===== config.mk =====
export PLATFORM = sky130hd
export DESIGN_NAME = if_stage
export DESIGN_NICKNAME = d
export VERILOG_FILES = /design/src/rtl/mips_pkg.sv /design/src/rtl/stat_counter.sv /design/src/rtl/if_stage.sv
export SDC_FILE = /design/constraint.sdc
export NUM_CORES = 1
export LEC_CHECK = 0
export CAP_MARGIN = 20
export CORE_MARGIN = 4
export CORE_UTILIZATION = 25
export DETAILED_ROUTE_END_ITERATION = 6
export DONT_BUFFER_PORTS = 1
export GPL_TIMING_DRIVEN = 0
export MAX_ROUTING_LAYER = met4
export SLEW_MARGIN = 10
export SYNTH_ARGS = -nofsm -noshare
export SYNTH_HDL_FRONTEND = slang
export SYNTH_HIERARCHICAL = 1
export SYNTH_SLANG_ARGS = --single-unit

===== constraint.sdc =====
create_clock -name clk -period 6.25 [get_ports clk]
set_clock_uncertainty 0.05 [all_clocks]
set_input_delay 1.25 -clock clk [delete_from_list [all_inputs] [get_ports clk]]
set_output_delay 1.25 -clock clk [all_outputs]
set_load 0.05 [all_outputs]

===== src/rtl/mips_pkg.sv =====
`default_nettype none
// +-----------------------------------------------------------------------+
// | mips_pkg : shared constants and pipeline-register bundle types        |
// | Rev 1.0                                                               |
// +-----------------------------------------------------------------------+
package mips_pkg;

  localparam int unsigned INSTR_W = 32;

  localparam logic [INSTR_W-1:0] MIPS_NOP_WORD = 32'h0000_0000;  // sll $0,$0,0
  localparam logic [31:0]        MIPS_RESET_PC = 32'h0000_0000;

  localparam logic [5:0] OP_RTYPE = 6'h00;
  localparam logic [5:0] OP_J     = 6'h02;
  localparam logic [5:0] OP_JAL   = 6'h03;
  localparam logic [5:0] OP_BEQ   = 6'h04;
  localparam logic [5:0] OP_BNE   = 6'h05;
  localparam logic [5:0] OP_ADDI  = 6'h08;
  localparam logic [5:0] OP_LW    = 6'h23;
  localparam logic [5:0] OP_SW    = 6'h2B;

  // Shared by IF/ID and ID/EX so the instruction context travels as one unit.
  typedef struct packed {
    logic [INSTR_W-1:0] instr;
    logic [31:0]        pc4;
    logic               valid;
  } if_id_t;

endpackage
`default_nettype wire


===== src/rtl/stat_counter.sv =====
`default_nettype none
// +-----------------------------------------------------------------------+
// | stat_counter : wrapping event counter with enable and sync reset      |
// | Rev 1.0                                                               |
// +-----------------------------------------------------------------------+
module stat_counter #(
  parameter int unsigned WIDTH = 16
) (
  input  logic             clk,
  input  logic             rst,
  input  logic             en_i,
  output logic [WIDTH-1:0] count_o
);

  localparam logic [WIDTH-1:0] C_ONE = {{(WIDTH-1){1'b0}}, 1'b1};

  logic [WIDTH-1:0] count_q;

  always_ff @(posedge clk) begin
    if (rst) begin
      count_q <= '0;
    end else if (en_i) begin
      count_q <= count_q + C_ONE;
    end
  end

  assign count_o = count_q;

endmodule
`default_nettype wire


===== src/rtl/if_stage.sv =====
`default_nettype none
// +-----------------------------------------------------------------------+
// | if_stage : MIPS instruction fetch, PC register and IF/ID register     |
// | Rev 1.0                                                               |
// +-----------------------------------------------------------------------+
module if_stage
  import mips_pkg::*;
#(
  parameter logic [31:0] RESET_PC   = MIPS_RESET_PC,
  parameter int unsigned IMEM_BYTES = 1024,
  parameter int unsigned COUNT_W    = 16,
  parameter logic [31:0] NOP_WORD   = MIPS_NOP_WORD
) (
  input  logic               clk,
  input  logic               reset,
  input  logic               stall,
  input  logic               redirect_valid,
  input  logic [31:0]        redirect_pc,
  output logic [31:0]        imem_addr,
  input  logic [31:0]        imem_rdata,
  output logic [31:0]        pc_out,
  output logic [31:0]        if_id_instr,
  output logic [31:0]        if_id_pc4,
  output logic               if_id_valid,
  output logic [COUNT_W-1:0] fetch_count,
  output logic [COUNT_W-1:0] stall_count,
  output logic [COUNT_W-1:0] flush_count,
  output logic               misalign_err,
  output logic               range_err
);

  localparam logic [32:0] C_IMEM_LIMIT = 33'(IMEM_BYTES);

  logic [31:0] pc_q, pc_d;
  if_id_t      if_id_q, if_id_d;
  logic        misalign_q, misalign_d;
  logic        range_q, range_d;

  logic [31:0] w_pc_plus4;
  logic        w_in_range;
  logic        w_fetch_en;
  logic        w_stall_en;
  logic        w_flush_en;

  assign w_pc_plus4 = pc_q + 32'd4;
  assign w_in_range = ({1'b0, pc_q} < C_IMEM_LIMIT);

  // Priority: redirect beats stall beats sequential fetch.
  always_comb begin
    pc_d       = pc_q;
    if_id_d    = if_id_q;
    misalign_d = misalign_q;
    range_d    = range_q;
    w_fetch_en = 1'b0;
    w_stall_en = 1'b0;
    w_flush_en = 1'b0;

    if (redirect_valid) begin
      pc_d           = {redirect_pc[31:2], 2'b00};
      if_id_d.instr  = NOP_WORD;
      if_id_d.valid  = 1'b0;
      w_flush_en     = 1'b1;
      if (redirect_pc[1:0] != 2'b00) begin
        misalign_d = 1'b1;
      end
    end else if (stall) begin
      w_stall_en = 1'b1;
    end else begin
      pc_d = w_pc_plus4;
      if (w_in_range) begin
        if_id_d.instr = imem_rdata;
        if_id_d.pc4   = w_pc_plus4;
        if_id_d.valid = 1'b1;
        w_fetch_en    = 1'b1;
      end else begin
        if_id_d.instr = NOP_WORD;
        if_id_d.valid = 1'b0;
        range_d       = 1'b1;
      end
    end
  end

  always_ff @(posedge clk) begin
    if (reset) begin
      pc_q          <= RESET_PC;
      if_id_q.instr <= NOP_WORD;
      if_id_q.pc4   <= 32'h0000_0000;
      if_id_q.valid <= 1'b0;
      misalign_q    <= 1'b0;
      range_q       <= 1'b0;
    end else begin
      pc_q       <= pc_d;
      if_id_q    <= if_id_d;
      misalign_q <= misalign_d;
      range_q    <= range_d;
    end
  end

  stat_counter #(.WIDTH(COUNT_W)) u_fetch_cnt (
    .clk     (clk),
    .rst     (reset),
    .en_i    (w_fetch_en),
    .count_o (fetch_count)
  );

  stat_counter #(.WIDTH(COUNT_W)) u_stall_cnt (
    .clk     (clk),
    .rst     (reset),
    .en_i    (w_stall_en),
    .count_o (stall_count)
  );

  stat_counter #(.WIDTH(COUNT_W)) u_flush_cnt (
    .clk     (clk),
    .rst     (reset),
    .en_i    (w_flush_en),
    .count_o (flush_count)
  );

  assign imem_addr    = pc_q;
  assign pc_out       = pc_q;
  assign if_id_instr  = if_id_q.instr;
  assign if_id_pc4    = if_id_q.pc4;
  assign if_id_valid  = if_id_q.valid;
  assign misalign_err = misalign_q;
  assign range_err    = range_q;

endmodule
`default_nettype wire


==> summary.txt <==
Worst setup path
  – Cell mode on critical path: clkbuf_1
  – Worst Path Required: 6.55 ns
  – Crit start category: input port
  – Worst path depth: 8
  – WP buf/inv: 3
  – Largest stage delay on the critical path: 0.53 ns
  – CP max FO: 10
  – Critical path class: input port to register
  – Worst setup path start: stall
  – WP data arrival: 4.11 ns
  – CP max stage cell: nor2b_1
  – RR Startpoint: imem_addr[18]$_SDFFE_PP0N_
  – R2R depth: 7
  – Top delay family on crit path: simple AND/OR/NAND/NOR gates
  – CP cell instances: buf_2 -> clkbuf_1 -> clkbuf_1 -> nor2b_1 -> nand4_4 -> nor4_4 -> or3b_1 -> a21oi_1
  – CP endpoint kind: register

Timing
  – Post-layout min period: 3.82 ns
  – Worst-Margin Slew: 1.03 ns
  – F_max: 262 MHz
  – WHS: 0.651 ns
  – Fin crit share: 0.611
  – Final Hold Viols: 0
  – Setup-failing EPs final: 0
  – Slew HR: 0.310
  – RSZ-0062 raised after global routing: no
  – Slew Viols, Final: 0
  – Setup TNS: 0 ns
  – Worst setup margin: 2.43 ns

Drt
  – DRT Pass-1 Iters: 5
  – Starting DRT DRC Count: 285
  – Total number of vias: 5804
  – WL final: 22.1 mm
  – Post-route ant nets: 0
  – WL/cell: 18.9 um
  – DR DRC count: 0
  – Via density: 4.96

Synth
  – Syn Std Cell Area: 6880 um2
  – Ranking of synthesized cells by area: dfxtp_1, a21oi_1, nor2_1
  – Yosys top cell area share: 0.416
  – Synth cell types: 54
  – Cell count after synthesis: 793
  – Synth area leader: dfxtp_1
  – Synth Area per Inst: 8.68 um2
  – Seq/Total Area, Yosys: 0.416
  – Seq cells post-synth: 143
  – Synth warn: 6
  – EDFF count, synth: 0
  – FFs w/ async S/R, synth: 0
  – Top FF cell, synth: dfxtp_1

Floorplanning
  – # IOs: 247
  – Core area: 27000 um2
  – Die area: 30200 um2
  – Std cell rows: 60
  – Die W: 174 um
  – Initial Util: 0.255
  – Vert. Die Dim: 174 um

Finish
  – Inserted Diodes: 0
  – Nets: 889
  – Area grow syn2layout: 15.4%
  – Ratio of cells with drive above 1 in the final layout: 0.136
  – Fill count: 2909

Clocking
  – Clock Latency Late Sink: 0.42 ns
  – CTS tree: built
  – Root Buffer: clkbuf_16
  – Clock tree buffer depth: 2
  – Worst-path clk slew: 0.06 ns
  – CTS buffer count: 17
  – H-tree levels: 4
  – # resized after CTS: 0
  – Hold Buf Count CTS: 0
  – Post-CTS setup buffer count: 0
  – Clock Sinks: 143

Placed design
  – HPWL after DPL: 16.8 mm
  – DP Worst Slack: 1.98 ns
  – Port Buffers: 0
  – Gpl congestion: 0.800

Hold path
  – Hold Startpoint: misalign_err$_SDFFE_PP0P_
  – Hold path cells: 2
  – Class of the worst hold path: register to register

GRT
  – First-pass GRT wire length: 33.7 mm
  – Total GRT Usage: 0.146
  – Largest net degree at the start of global routing: 17
  – Initial antenna violation count: 0
  – Global route overflow: 0
  – Number of global-route vias before repair: 5576

Power and ir drop
  – Lkg Pwr: 2.77 nW
  – Pwr/cell area: 290 nW/um2
  – Worst IR Drop VDD: 0.000130 V

Outcome
  – Status: finished clean

Flow run
  – Maxcap violations: 0
[sequential cells by signal (all words and copies together), names as in the netlist]
| register | cells |
|---|---|
| if_id_instr | 32 |
| if_id_pc4 | 30 |
| if_id_valid | 1 |
| imem_addr | 30 |
| misalign_err | 1 |
| range_err | 1 |
| u_fetch_cnt/count_o | 16 |
| u_flush_cnt/count_o | 16 |
| u_stall_cnt/count_o | 16 |
[layout make-up]
class	count	area [um2]	area share
well taps	341	427	0.0537
plain buffers	93	510	0.0643
inverters	17	63.8	0.00803
multi-input cells	545	3460	0.436
clock inverters	13	186	0.0235
flip-flops and latches	143	2860	0.360
clock buffers	18	429	0.0540
[cells in the mapped netlist, types with 10 or more instances]
master,n
nor2_1,77
dfxtp_1,143
nor3_1,17
clkbuf_1,38
inv_1,17
nand4_1,17
nand4b_1,32
xor2_1,15
xnor2_1,33
and2_1,23
and3_1,17
buf_2,14
a211oi_1,16
o21ai_0,10
or3_1,11
buf_4,38
nor4_1,20
nand3_1,18
nand2_1,72
a21oi_1,68
[worst paths after layout]
kind	slack (ns)	endpoint
worst min register to register	0.65	misalign_err$_SDFFE_PP0P_
worst max-delay path	2.43	u_stall_cnt/count_o[13]$_SDFFE_PP0P_
worst min-delay path	0.65	misalign_err$_SDFFE_PP0P_
worst max register to register	2.45	u_fetch_cnt/count_o[13]$_SDFFE_PP0P_
[per-stage QoR]
step / utilization / power, mW / area [um2] / std cells
2_1_floorplan: - / 1.19 / 6900 / 798
3_3_place_gp: 0.271 / 1.24 / 7330 / 1139
3_5_place_dp: 0.271 / 1.24 / 7330 / 1139
4_1_cts: 0.294 / 2.34 / 7940 / 1170
5_1_grt: 0.294 / 2.39 / 7940 / 1170
6_report: 0.294 / 2.30 / 7940 / 1170
[worst min-delay path, cell delays in order, from the launching register on]
cell	delay, ns
dfxtp_1	0.48
inv_1	0.12
a21oi_1	0.06
[cell families after synthesis]
| kind of cell | Yosys count | synth area share |
|---|---|---|
| other cells | 1 | 0.000545 |
| compound gates | 127 | 0.117 |
| fa+ha+maj | 4 | 0.00727 |
| xor+xnor | 48 | 0.0611 |
| buf+inv | 110 | 0.0835 |
| simple gates | 350 | 0.299 |
| mux | 10 | 0.0156 |
| flops | 143 | 0.416 |
[routing by layer]
layer | global-route usage | vias to the layer above | wire (um) | part of all wire
met5 | - | - | 0 | 0
met4 | 0.0478 | 0 | 534 | 0.024
met3 | 0.0550 | 25 | 2050 | 0.093
met2 | 0.222 | 213 | 10100 | 0.46
met1 | 0.178 | 2744 | 9430 | 0.43
li1 | - | 2822 | - | -
[cells in the final DEF (no fill, tap or decap), drive strengths merged, types with 3 or more instances in the layout]
cell and n:
and2 23, conb 6, or3b 3, nor3 17, o41ai 3, or3 11
nor2 77, xnor2 33, clkbuf 57, or4 3, or2 4, nor4 23
o21ai 10, a31o 3, dfxtp 143, nand3 18, a21oi 68, nand4b 33
nand4 25, a311oi 7, xor2 15, buf 54, nor4b 4, a211oi 16
o221ai 4, and3 17, bufinv 4, ha 4, clkinv 6, nor2b 5
inv 19, nand2b 4, mux2 6, a2111oi 3, nand2 72, and4 9
mux2i 4, o211ai 3
[power by group]
group          internal (mW)  switching, mW  total [mW]
Combinational         0.0584          0.139       0.198
Clock                  0.668          0.415        1.08
Sequential             0.928         0.0941        1.02
Total                   1.65          0.649        2.30
Power figures use the tool's default switching activity.
